### src/rtl/mux_gate_sched_if.sv
// Purpose: request/result bundle between NREQ requesters and the shared gate scheduler.
// Latency: none, wires only.
// Backpressure: req is held by a requester until its one-cycle ack pulse.
interface mux_gate_sched_if #(
  parameter int NREQ  = 4,
  parameter int WIDTH = 4,
  parameter int IDW   = 2
);
  logic [NREQ-1:0]       req;
  logic [3*NREQ-1:0]     op_in;
  logic [WIDTH*NREQ-1:0] a_in;
  logic [WIDTH*NREQ-1:0] b_in;
  logic [NREQ-1:0]       ack;
  logic [WIDTH-1:0]      y;
  logic                  y_valid;
  logic [IDW-1:0]        y_id;
  logic                  op_err;
  logic                  busy;

  // Requester side: drives requests and operands, observes completion.
  modport master (
    output req, op_in, a_in, b_in,
    input  ack, y, y_valid, y_id, op_err, busy
  );

  // Scheduler side.
  modport slave (
    input  req, op_in, a_in, b_in,
    output ack, y, y_valid, y_id, op_err, busy
  );
endinterface

### src/rtl/mux_gate_sched.sv
// Purpose: round-robin shares one mux-built bitwise gate unit between NREQ requesters.
// Latency: req seen in IDLE -> ack/y_valid 3 cycles later; one grant per 4 cycles.
// Backpressure: none on the result; requesters hold req until ack. MUX_SCHED_PRIO0_EN gives requester 0 absolute priority.
module mux_gate_sched #(
  parameter int NREQ  = 4,
  parameter int WIDTH = 4,
  parameter int IDW   = 2
) (
  input logic             clk,
  input logic             rst,
  mux_gate_sched_if.slave bus
);

  typedef enum logic [1:0] {
    S_IDLE = 2'd0,
    S_ARB  = 2'd1,
    S_EXEC = 2'd2,
    S_RESP = 2'd3
  } state_t;

  // Per-bit source selection for the gate unit: 0, 1, b, ~b.
  localparam logic [1:0] SRC_ZERO = 2'd0;
  localparam logic [1:0] SRC_ONE  = 2'd1;
  localparam logic [1:0] SRC_B    = 2'd2;
  localparam logic [1:0] SRC_NB   = 2'd3;

  state_t           state_q, state_d;
  logic [IDW-1:0]   rr_ptr_q, rr_ptr_d;
  logic [IDW-1:0]   win_q, win_d;
  logic [2:0]       op_q, op_d;
  logic [WIDTH-1:0] a_q, a_d;
  logic [WIDTH-1:0] b_q, b_d;
  logic [WIDTH-1:0] y_q, y_d;
  logic [IDW-1:0]   y_id_q, y_id_d;
  logic             op_err_q, op_err_d;

  logic             arb_found;
  logic [IDW-1:0]   arb_idx;

  logic [1:0]       sel_lo, sel_hi;
  logic [WIDTH-1:0] src_lo, src_hi;
  logic [WIDTH-1:0] gate_y;
  logic             gate_err;

  // Four-way source select built from two levels of 2:1 muxes.
  function automatic logic [WIDTH-1:0] mux_src(input logic [1:0] sel, input logic [WIDTH-1:0] b);
    logic [WIDTH-1:0] lvl_const, lvl_b;
    lvl_const = sel[0] ? {WIDTH{1'b1}} : {WIDTH{1'b0}};
    lvl_b     = sel[0] ? ~b : b;
    return sel[1] ? lvl_b : lvl_const;
  endfunction

  // Arbitration: first asserted req at or after rr_ptr, then wrap to the low indices.
  always_comb begin
    arb_found = 1'b0;
    arb_idx   = '0;
`ifdef MUX_SCHED_PRIO0_EN
    if (bus.req[0]) begin
      arb_found = 1'b1;
      arb_idx   = '0;
    end
    for (int i = 1; i < NREQ; i++) begin
      if (!arb_found && bus.req[i] && i >= int'(rr_ptr_q)) begin
        arb_found = 1'b1;
        arb_idx   = IDW'(i);
      end
    end
    for (int i = 1; i < NREQ; i++) begin
      if (!arb_found && bus.req[i] && i < int'(rr_ptr_q)) begin
        arb_found = 1'b1;
        arb_idx   = IDW'(i);
      end
    end
`else
    for (int i = 0; i < NREQ; i++) begin
      if (!arb_found && bus.req[i] && i >= int'(rr_ptr_q)) begin
        arb_found = 1'b1;
        arb_idx   = IDW'(i);
      end
    end
    for (int i = 0; i < NREQ; i++) begin
      if (!arb_found && bus.req[i] && i < int'(rr_ptr_q)) begin
        arb_found = 1'b1;
        arb_idx   = IDW'(i);
      end
    end
`endif
  end

  // Gate unit: each output bit is a 2:1 mux on a between two functions of b.
  always_comb begin
    sel_lo   = SRC_ZERO;
    sel_hi   = SRC_ZERO;
    gate_err = 1'b0;
    case (op_q)
      3'd0: begin sel_lo = SRC_ZERO; sel_hi = SRC_B;    end // AND
      3'd1: begin sel_lo = SRC_B;    sel_hi = SRC_ONE;  end // OR
      3'd2: begin sel_lo = SRC_ONE;  sel_hi = SRC_ZERO; end // NOT a
      3'd3: begin sel_lo = SRC_B;    sel_hi = SRC_NB;   end // XOR
      3'd4: begin sel_lo = SRC_NB;   sel_hi = SRC_B;    end // XNOR
      3'd5: begin sel_lo = SRC_ONE;  sel_hi = SRC_NB;   end // NAND
      3'd6: begin sel_lo = SRC_NB;   sel_hi = SRC_ZERO; end // NOR
      default: gate_err = 1'b1;                             // invalid -> y=0
    endcase
    src_lo = mux_src(sel_lo, b_q);
    src_hi = mux_src(sel_hi, b_q);
    for (int k = 0; k < WIDTH; k++) begin
      gate_y[k] = a_q[k] ? src_hi[k] : src_lo[k];
    end
  end

  // Sequencer next state and datapath register updates.
  always_comb begin
    state_d  = state_q;
    rr_ptr_d = rr_ptr_q;
    win_d    = win_q;
    op_d     = op_q;
    a_d      = a_q;
    b_d      = b_q;
    y_d      = y_q;
    y_id_d   = y_id_q;
    op_err_d = op_err_q;
    case (state_q)
      S_IDLE: begin
        if (|bus.req) state_d = S_ARB;
      end
      S_ARB: begin
        // Operands are captured only here; later operand changes are ignored.
        if (arb_found) begin
          win_d   = arb_idx;
          state_d = S_EXEC;
          for (int i = 0; i < NREQ; i++) begin
            if (int'(arb_idx) == i) begin
              op_d = bus.op_in[3*i +: 3];
              a_d  = bus.a_in[WIDTH*i +: WIDTH];
              b_d  = bus.b_in[WIDTH*i +: WIDTH];
            end
          end
        end else begin
          // Request vanished between IDLE and ARB: nothing to serve.
          state_d = S_IDLE;
        end
      end
      S_EXEC: begin
        y_d      = gate_y;
        op_err_d = gate_err;
        y_id_d   = win_q;
        state_d  = S_RESP;
      end
      S_RESP: begin
        state_d = S_IDLE;
`ifdef MUX_SCHED_PRIO0_EN
        // Requester 0 wins outside the rotation, so it never moves the pointer.
        if (win_q != '0) begin
          rr_ptr_d = (int'(win_q) == NREQ-1) ? '0 : win_q + IDW'(1);
        end
`else
        rr_ptr_d = (int'(win_q) == NREQ-1) ? '0 : win_q + IDW'(1);
`endif
      end
      default: state_d = S_IDLE;
    endcase
  end

  // State and datapath registers with synchronous reset.
  always_ff @(posedge clk) begin
    if (rst) begin
      state_q  <= S_IDLE;
      rr_ptr_q <= '0;
      win_q    <= '0;
      op_q     <= '0;
      a_q      <= '0;
      b_q      <= '0;
      y_q      <= '0;
      y_id_q   <= '0;
      op_err_q <= 1'b0;
    end else begin
      state_q  <= state_d;
      rr_ptr_q <= rr_ptr_d;
      win_q    <= win_d;
      op_q     <= op_d;
      a_q      <= a_d;
      b_q      <= b_d;
      y_q      <= y_d;
      y_id_q   <= y_id_d;
      op_err_q <= op_err_d;
    end
  end

  // Outputs: ack and y_valid pulse for the single RESP cycle.
  always_comb begin
    for (int i = 0; i < NREQ; i++) begin
      bus.ack[i] = (state_q == S_RESP) && (int'(win_q) == i);
    end
    bus.y_valid = (state_q == S_RESP);
    bus.busy    = (state_q != S_IDLE);
    bus.y       = y_q;
    bus.y_id    = y_id_q;
    bus.op_err  = op_err_q;
  end

endmodule

### src/flat_wrapper.sv
// flat-port wrapper written by rule: the top's interface ports become plain ports
module mux_gate_sched_flat 
#(
  parameter int NREQ  = 4,
  parameter int WIDTH = 4,
  parameter int IDW   = 2
)
  (clk, rst, bus_req, bus_op_in, bus_a_in, bus_b_in, bus_ack, bus_y, bus_y_valid, bus_y_id, bus_op_err, bus_busy);
  mux_gate_sched_if #(.NREQ(NREQ), .WIDTH(WIDTH), .IDW(IDW)) bus_i ();
  input logic clk;
  input logic rst;
  input wire logic [$bits(bus_i.req)-1:0] bus_req;
  input wire logic [$bits(bus_i.op_in)-1:0] bus_op_in;
  input wire logic [$bits(bus_i.a_in)-1:0] bus_a_in;
  input wire logic [$bits(bus_i.b_in)-1:0] bus_b_in;
  output wire logic [$bits(bus_i.ack)-1:0] bus_ack;
  output wire logic [$bits(bus_i.y)-1:0] bus_y;
  output wire logic [$bits(bus_i.y_valid)-1:0] bus_y_valid;
  output wire logic [$bits(bus_i.y_id)-1:0] bus_y_id;
  output wire logic [$bits(bus_i.op_err)-1:0] bus_op_err;
  output wire logic [$bits(bus_i.busy)-1:0] bus_busy;
  assign bus_i.req = bus_req;
  assign bus_i.op_in = bus_op_in;
  assign bus_i.a_in = bus_a_in;
  assign bus_i.b_in = bus_b_in;
  assign bus_ack = bus_i.ack;
  assign bus_y = bus_i.y;
  assign bus_y_valid = bus_i.y_valid;
  assign bus_y_id = bus_i.y_id;
  assign bus_op_err = bus_i.op_err;
  assign bus_busy = bus_i.busy;
  mux_gate_sched #(.NREQ(NREQ), .WIDTH(WIDTH), .IDW(IDW)) u_core (.clk(clk), .rst(rst), .bus(bus_i));
endmodule
### config.mk
export PLATFORM = sky130hd
export DESIGN_NAME = mux_gate_sched_flat
export DESIGN_NICKNAME = d
export VERILOG_FILES = /design/src/rtl/mux_gate_sched_if.sv /design/src/rtl/mux_gate_sched.sv /design/src/flat_wrapper.sv
export SDC_FILE = /design/constraint.sdc
export NUM_CORES = 1
export LEC_CHECK = 0
export BUFFER_PORTS_ARGS = -buffer_cell sky130_fd_sc_hd__buf_4
export CAP_MARGIN = 20
export CORE_MARGIN = 2
export CORE_UTILIZATION = 38
export CTS_CLUSTER_DIAMETER = 120
export DETAILED_ROUTE_END_ITERATION = 6
export PLACE_DENSITY_LB_ADDON = 0.1
export SLEW_MARGIN = 15
export SYNTH_ARGS = -nofsm -noshare
export SYNTH_HDL_FRONTEND = slang
export SYNTH_SLANG_ARGS = --single-unit
### constraint.sdc
create_clock -name clk -period 1.55 [get_ports clk]
set_input_delay 0.31 -clock clk [delete_from_list [all_inputs] [get_ports clk]]
set_output_delay 0.31 -clock clk [all_outputs]
set_load 0.02 [all_outputs]
==> summary.txt, run 1 <==
Buffer levels on the longest clock path - 2
Clock Skew - 0.00468 ns
Antenna cells - 0
Clock latency on the worst-skew pair - 0.27 ns
Setup TNS - 0 ns
Global routing usage summed across all routing layers - 17.7%
Unique masters post-synth - 37
Post-layout instance area - 0.00239 mm^2
Critical register-to-register path startpoint - u_core.rr_ptr_q[1]$_SDFFE_PP0P_
Setup crit start kind - flop
Count of input and output buffers - 62
Worst Hold Margin - 0.277 ns
Final number of hold-violating endpoints - 0
Residual overflow from global routing - 0
Weighted congestion reported at the end of routability-driven placement - 0.796
Pwr per Cell Area - 739 mW/mm^2
Actual slew at the worst max-slew pin - 0.423 ns
Top delay family on crit path - flip-flops
Period utilization - 97.5%
Core Area - 0.00406 mm^2
Arrival time reported for the critical path endpoint - 1.20 ns
Instance count after placement with tap cells included - 328
Maximum clock frequency - 661 MHz
Final Critical Period - 1.51 ns
Largest net degree at the start of global routing - 25
Hold WC Path Type - in2reg
Setup WS post-layout - 0.0382 ns
Worst Hold Launch - bus_a_in[10]
Post-placement worst setup slack - -0.226 ns
Seq cells post-synth - 24
Clock root cell - sky130_fd_sc_hd__clkbuf_8
Status - complete, no violations
Number of nets in the layout - 338
Initial drt markers - 57
Post-Syn Area per Cell - 7.84 um^2
Setup-failing EPs final - 0
I/O Pins - 63
Vias in the first global route - 1625
Worst reg2reg path depth - 5
Starting Density - 40.2%
Number of buffers created by CTS - 3
Max Slew Vio Count - 0
Die Y-Extent - 69.5 um
Die X-Extent - 69.5 um
Slowest stage cell, crit path - sky130_fd_sc_hd__dfxtp_2
Overall power of the completed layout - 1.76 mW
Final routed wire length divided by cell count - 13.2 um
CTS tree - yes
Initial antenna violation count - 0
Layout Utilization - 58.8%
H-tree depth - 1
Clock-pin slew reported for the worst setup and hold paths after clock tree synthesis - 0.09 ns
Detail-routed via count per cell - 5.19
Count of unresolved DRC violations after routing - 0
Share of synthesized area occupied by flip-flops and latches - 29.5%
Post-Synthesis Cell Area - 0.00163 mm^2
First-pass GRT wire length - 7.13 mm
Post-CTS setup-driven buffer insertion count - 0
Area after DPL - 0.00225 mm^2
Area of the die - 0.00483 mm^2
Cell Count, Final, Fillers Out - 333
Critical path start-end classification - reg2out
Bufs and invs on worst path - 2
Post-synthesis instance total - 208
Net Count, Synth - 262
Estimated wirelength of the detail-placed design - 3.47 mm
Maximum net fanout on the critical path - 9
RSZ-0062 raised after global routing - true
Number of nets with antenna violations after detailed routing - 0
Cell row count - 23
Post-detailed-routing wire length - 4.40 mm
CP endpoint kind - output pin
Hold Path Cell Cnt - 2
Ordered list of cells on the worst path - buf_4 > or2_2 > buf_6
Num Clock Sinks - 24
CP required - 1.24 ns
Maximum cell stage delay along the critical path - 0.34 ns
WP depth - 3
Layout cells sized above 1 - 39.9%
P&R area growth vs syn - 46.4%
Maxcap violations - 0
Router iterations before antenna repair - 4
Slew margin rel. - 71.1%
Yosys warning total - 0
Maximum ir drop on the vdd rail - 0.000371 V
Leakage component of the power - 1.08 nW
Via count - 1729
## registers in the layout, indices dropped and copies added, names as in the netlist, named ones only
name / cells
u_core.a_q: 4
u_core.b_q: 4
u_core.bus.y: 4
u_core.op_q: 3
u_core.bus.y_id: 2
u_core.rr_ptr_q: 2
u_core.win_q: 2
u_core.bus.op_err: 1
u_core.state_q: 1
## cell type report
cell class / count / area (um^2)
Fill cell: 401 / 1670
Multi-Input combinational cell: 162 / 1070
Timing Repair Buffer: 85 / 659
Sequential cell: 24 / 494
Tap cell: 50 / 62.6
Clock buffer: 3 / 41.3
Inverter: 8 / 32.5
Clock inverter: 1 / 30.0
## power by group
| group | total, mW | internal, mW | switching [mW] |
|---|---|---|---|
| clock network | 0.555 | 0.345 | 0.209 |
| logic | 0.503 | 0.272 | 0.231 |
| registers | 0.705 | 0.658 | 0.0470 |
| total | 1.76 | 1.28 | 0.487 |
## synthesized netlist by cell type
cell type                         n  area (um^2)
sky130_fd_sc_hd__a2111oi_0        8         70.1
sky130_fd_sc_hd__a211o_1          1         8.76
sky130_fd_sc_hd__a21o_2           1         8.76
sky130_fd_sc_hd__a21oi_1         19         95.1
sky130_fd_sc_hd__a21oi_2          1         8.76
sky130_fd_sc_hd__a22oi_1          1         7.51
sky130_fd_sc_hd__and3_1           4         25.0
sky130_fd_sc_hd__and3b_4          1         12.5
sky130_fd_sc_hd__buf_2            3         15.0
sky130_fd_sc_hd__buf_4            2         15.0
sky130_fd_sc_hd__buf_6            2         22.5
sky130_fd_sc_hd__clkbuf_1         6         22.5
sky130_fd_sc_hd__dfxtp_1         24          480
sky130_fd_sc_hd__dlymetal6s2s_1   1         12.5
sky130_fd_sc_hd__ha_1             4         50.1
sky130_fd_sc_hd__inv_1            8         30.0
sky130_fd_sc_hd__mux2i_1         11          110
sky130_fd_sc_hd__nand2_1         11         41.3
sky130_fd_sc_hd__nand2b_1         2         12.5
sky130_fd_sc_hd__nand3_1         11         55.1
sky130_fd_sc_hd__nand3b_2         2         22.5
sky130_fd_sc_hd__nor2_1          38          143
sky130_fd_sc_hd__nor2b_1          5         31.3
sky130_fd_sc_hd__nor3_1           4         20.0
sky130_fd_sc_hd__nor3b_1          1         7.51
sky130_fd_sc_hd__o2111a_1        10          113
sky130_fd_sc_hd__o211a_1          1         10.0
sky130_fd_sc_hd__o211ai_1         2         15.0
sky130_fd_sc_hd__o21a_1           1         7.51
sky130_fd_sc_hd__o21ai_0          7         35.0
sky130_fd_sc_hd__o22ai_1          2         12.5
sky130_fd_sc_hd__o31a_1           1         8.76
sky130_fd_sc_hd__o31ai_2          1         12.5
sky130_fd_sc_hd__or2_2            1         6.26
sky130_fd_sc_hd__or3_1            3         18.8
sky130_fd_sc_hd__or3_2            7         52.6
sky130_fd_sc_hd__or4_4            1         11.3
## per-layer routing
layer	track usage, %	share of wire, %	wire, um	vias up
li1	-	-	-	906
met1	22.2	46	2040	769
met2	30.8	46	2040	50
met3	2.91	6.1	266	4
met4	5.45	1.2	51	0
met5	0	0	0	-
## logic make-up after synthesis
kind of cell	count (synthesis)	share of synthesized area, %
AO/OA/AOI/OAI	56	25.3
adder cells (fa/ha/maj)	4	3.07
buffers and inverters	22	7.21
flip-flops	24	29.5
multiplexers	11	6.75
AND/OR/NAND/NOR	91	28.2
## layout by cell type, fill, tap and decap left out, types with 4 or more instances in the layout
cell type / n
sky130_fd_sc_hd__ha_1: 4
sky130_fd_sc_hd__nand2_1: 10
sky130_fd_sc_hd__dfxtp_1: 19
sky130_fd_sc_hd__o2111a_1: 10
sky130_fd_sc_hd__nor2b_1: 4
sky130_fd_sc_hd__o21ai_0: 7
sky130_fd_sc_hd__mux2i_1: 11
sky130_fd_sc_hd__or3_2: 7
sky130_fd_sc_hd__a2111oi_0: 8
sky130_fd_sc_hd__inv_1: 6
sky130_fd_sc_hd__nor2_1: 38
sky130_fd_sc_hd__nor3_1: 4
sky130_fd_sc_hd__nand3_1: 11
sky130_fd_sc_hd__and3_1: 4
sky130_fd_sc_hd__buf_4: 80
sky130_fd_sc_hd__a21oi_1: 19
## worst register-to-register path, delay by kind of cell (launching register included)
kind / cells / cell delay [ns]
and+or+nand+nor: 3 / 0.68
DFF: 1 / 0.39
AOI/OAI and AO/OA: 2 / 0.32
## final timing paths
| kind | end | slack (ns) |
|---|---|---|
| min | u_core.a_q[2]$_SDFFE_PP0P_ | 0.28 |
| min reg2reg | u_core.bus.y_id[0]$_SDFFE_PP0P_ | 0.49 |
| max reg2reg | u_core.b_q[2]$_SDFFE_PP0P_ | 0.05 |
| max | bus_busy | 0.04 |
## what timing repair did
action	in CTS	in global routing
gates resized for setup	7	13
endpoints found under the setup margin	14	15
pin swaps	0	4
hold buffers	0	0
endpoints found under the hold margin	0	0
gates cloned	0	1
No activity file was read; power rests on OpenSTA's default activity.
==> run 2: changes to the inputs <==
==> constraint.sdc (replaced) <==
create_clock -name clk -period 1.55 [get_ports clk]
set_input_delay 0.0775 -clock clk [delete_from_list [all_inputs] [get_ports clk]]
set_output_delay 0.0775 -clock clk [all_outputs]
set_load 0.02 [all_outputs]
==> run 2 against run 1 <==
Sequential cell count is the same. Largest cell class unchanged. Global-route usage rose by 0.98 points. Sequential power hardly changed. Sequential share of layout area increased by 0.21 points. Via count down 2.5%.
==> summary.txt, run 2 (synthesis results as in run 1) <==
Status - complete, no violations
Maximum clock frequency - 667 MHz (+0.90%)
Arrival time reported for the critical path endpoint - 1.68 ns (+0.48 ns)
Layout cells sized above 1 - 36.7% (-3.2 points)
Count of input and output buffers - 62 (unchanged)
Clock Skew - 0.00269 ns (-0.00199 ns)
Post-placement worst setup slack - -0.0472 ns (+0.179 ns)
Number of nets in the layout - 330 (-2.4%)
CP endpoint kind - flop
Final number of hold-violating endpoints - 0 (unchanged)
Vias in the first global route - 1621 (-0.25%)
Number of nets with antenna violations after detailed routing - 0 (unchanged)
Clock-pin slew reported for the worst setup and hold paths after clock tree synthesis - 0.09 ns (about the same)
Setup WS post-layout - 0.0517 ns (+0.0135 ns)
Core Area - 0.00406 mm^2 (unchanged)
Critical path start-end classification - reg2reg
I/O Pins - 63 (unchanged)
Buffer levels on the longest clock path - 2 (unchanged)
Worst Hold Launch - bus_a_in[10]
Most crowded layer after global routing - met2
Area of the die - 0.00483 mm^2 (unchanged)
Maximum net fanout on the critical path - 12 (+3)
Hold_buf cts - 0 (unchanged)
Met1 track demand over resource in global routing - 25.4% (+3.2 points)
Estimated wirelength of the detail-placed design - 3.28 mm (-5.4%)
Layout filler cell count - 397 (-1.0%)
Residual overflow from global routing - 0 (unchanged)
CTS tree - yes
Setup-failing EPs final - 0 (unchanged)
Largest net degree at the start of global routing - 25 (unchanged)
Initial antenna violation count - 0 (unchanged)
Initial drt markers - 64 (+12%)
CP required - 1.73 ns (+0.49 ns)
Setup crit start kind - flop
Leading cell types in the layout, fill and taps excluded - sky130_fd_sc_hd__buf_4, sky130_fd_sc_hd__nor2_1, sky130_fd_sc_hd__dfxtp_1
Die Y-Extent - 69.5 um (unchanged)
Via count - 1685 (-2.5%)
Router iterations before antenna repair - 4 (unchanged)
Weighted congestion reported at the end of routability-driven placement - 0.792 (-0.53%)
Leakage component of the power - 1.03 nW (-5.1%)
Slew margin rel. - 71.9% (+0.86 points)
Detail-routed via count per cell - 5.18 (-0.15%)
Post-detailed-routing wire length - 4.32 mm (-1.8%)
Clock root cell - sky130_fd_sc_hd__clkbuf_8
Met2 usage - 30.3% (-0.43 points)
Clock latency on the worst-skew pair - 0.28 ns (about the same)
P&R area growth vs syn - 42.4%
Starting Density - 40.2% (unchanged)
Post-layout instance area - 0.00232 mm^2 (-2.8%)
Max Slew Vio Count - 0 (unchanged)
Instance count after placement with tap cells included - 320 (-2.4%)
Period utilization - 96.7% (-0.87 points)
Count of unresolved DRC violations after routing - 0 (unchanged)
First-pass GRT wire length - 7.42 mm (+4.2%)
Global routing usage summed across all routing layers - 18.6% (+0.98 points)
Layout Utilization - 57.2% (-1.6 points)
Maxcap violations - 0 (unchanged)
GR met3 Demand/Resource - 2.62% (-0.29 points)
Final Critical Period - 1.50 ns (-0.0135 ns)
Sequential cell area in the final layout - 485 um^2 (-1.8%)
Multi-input gate area in the final layout - 0.00109 mm^2 (+2.5%)
Antenna cells - 0 (unchanged)
H-tree depth - 1 (unchanged)
Maximum ir drop on the vdd rail - 0.000365 V (-1.6%)
Area after DPL - 0.00218 mm^2 (-3.2%)
Actual slew at the worst max-slew pin - 0.411 ns (-0.0126 ns)
Pwr per Cell Area - 762 mW/mm^2 (+3.1%)
Final routed wire length divided by cell count - 13.3 um (+0.67%)
Source of the critical timing path - u_core.rr_ptr_q[1]$_SDFFE_PP0P_
Num Clock Sinks - 24 (unchanged)
Die X-Extent - 69.5 um (unchanged)
Number of buffers created by CTS - 3 (unchanged)
Cell row count - 23 (unchanged)
Most common cell after layout, fill and taps aside - sky130_fd_sc_hd__buf_4
Cell Count, Final, Fillers Out - 325 (-2.4%)
Hold WC Path Type - in2reg
Critical register-to-register path startpoint - u_core.rr_ptr_q[1]$_SDFFE_PP0P_
## run 2: changes by cell type in the layout (fill, tap and decap cells not counted), sizes merged
cell and change:
buf -9, a21oi +1
## run 2: path summary, 6_finish.rpt
path	end	slack, ns	cells past startpoint
worst max-delay path	u_core.op_q[0]$_SDFFE_PP0P_	0.05	5
worst min-delay path	u_core.a_q[2]$_SDFFE_PP0P_	0.05	2
worst max register to register	u_core.op_q[0]$_SDFFE_PP0P_	0.05	5
worst min register to register	u_core.bus.y_id[1]$_SDFFE_PP0P_	0.50	2
## run 2: area by class of cell
type	instances	share of cell area, %
Multi-Input combinational cell	163	47.1
Timing Repair Buffer	76	24.9
Sequential cell	24	20.9
Tap cell	50	2.70
Clock buffer	3	1.78
Clock inverter	1	1.29
Inverter	8	1.29
## run 2: what timing repair did
action | 4_1_cts | 5_1_grt
setup endpoints to repair | 11 | 12
gates resized for setup | 4 | 10
gates cloned | 0 | 1
setup buffers | 0 | 0
## run 2: metal layers
metal / share of wire [%] / wire length (um)
met4: 1.5 / 63
met1: 47 / 2050
met5: 0 / 0
met3: 4.9 / 212
met2: 46 / 1990
## run 2: power breakdown
part / internal, mW / leakage [nW] / switching [mW]
sequential: 0.660 / 0.198 / 0.0473
clock: 0.346 / 0.0357 / 0.229
combinational: 0.255 / 0.794 / 0.231
## run 2: critical path, stage by stage, from the launching register on
cell,delay (ns)
sky130_fd_sc_hd__dfxtp_4,0.39
sky130_fd_sc_hd__nand2b_1,0.13
sky130_fd_sc_hd__a21o_4,0.19
sky130_fd_sc_hd__nand2_8,0.09
sky130_fd_sc_hd__or3_2,0.46
sky130_fd_sc_hd__o2111a_1,0.15
## run 2: stage by stage
| step | TNS, ns | hold slack [ns] | power, mW |
|---|---|---|---|
| detailed placement | -0.438 | 0.336 | 1.18 |
| finish | 0 | 0.0530 | 1.77 |
| global placement | -0.186 | 0.332 | 1.18 |
| global route | -0.000487 | 0.0489 | 1.87 |
| floorplan | 0 | 0.233 | 0.983 |
| CTS | 0 | 0.0519 | 1.76 |
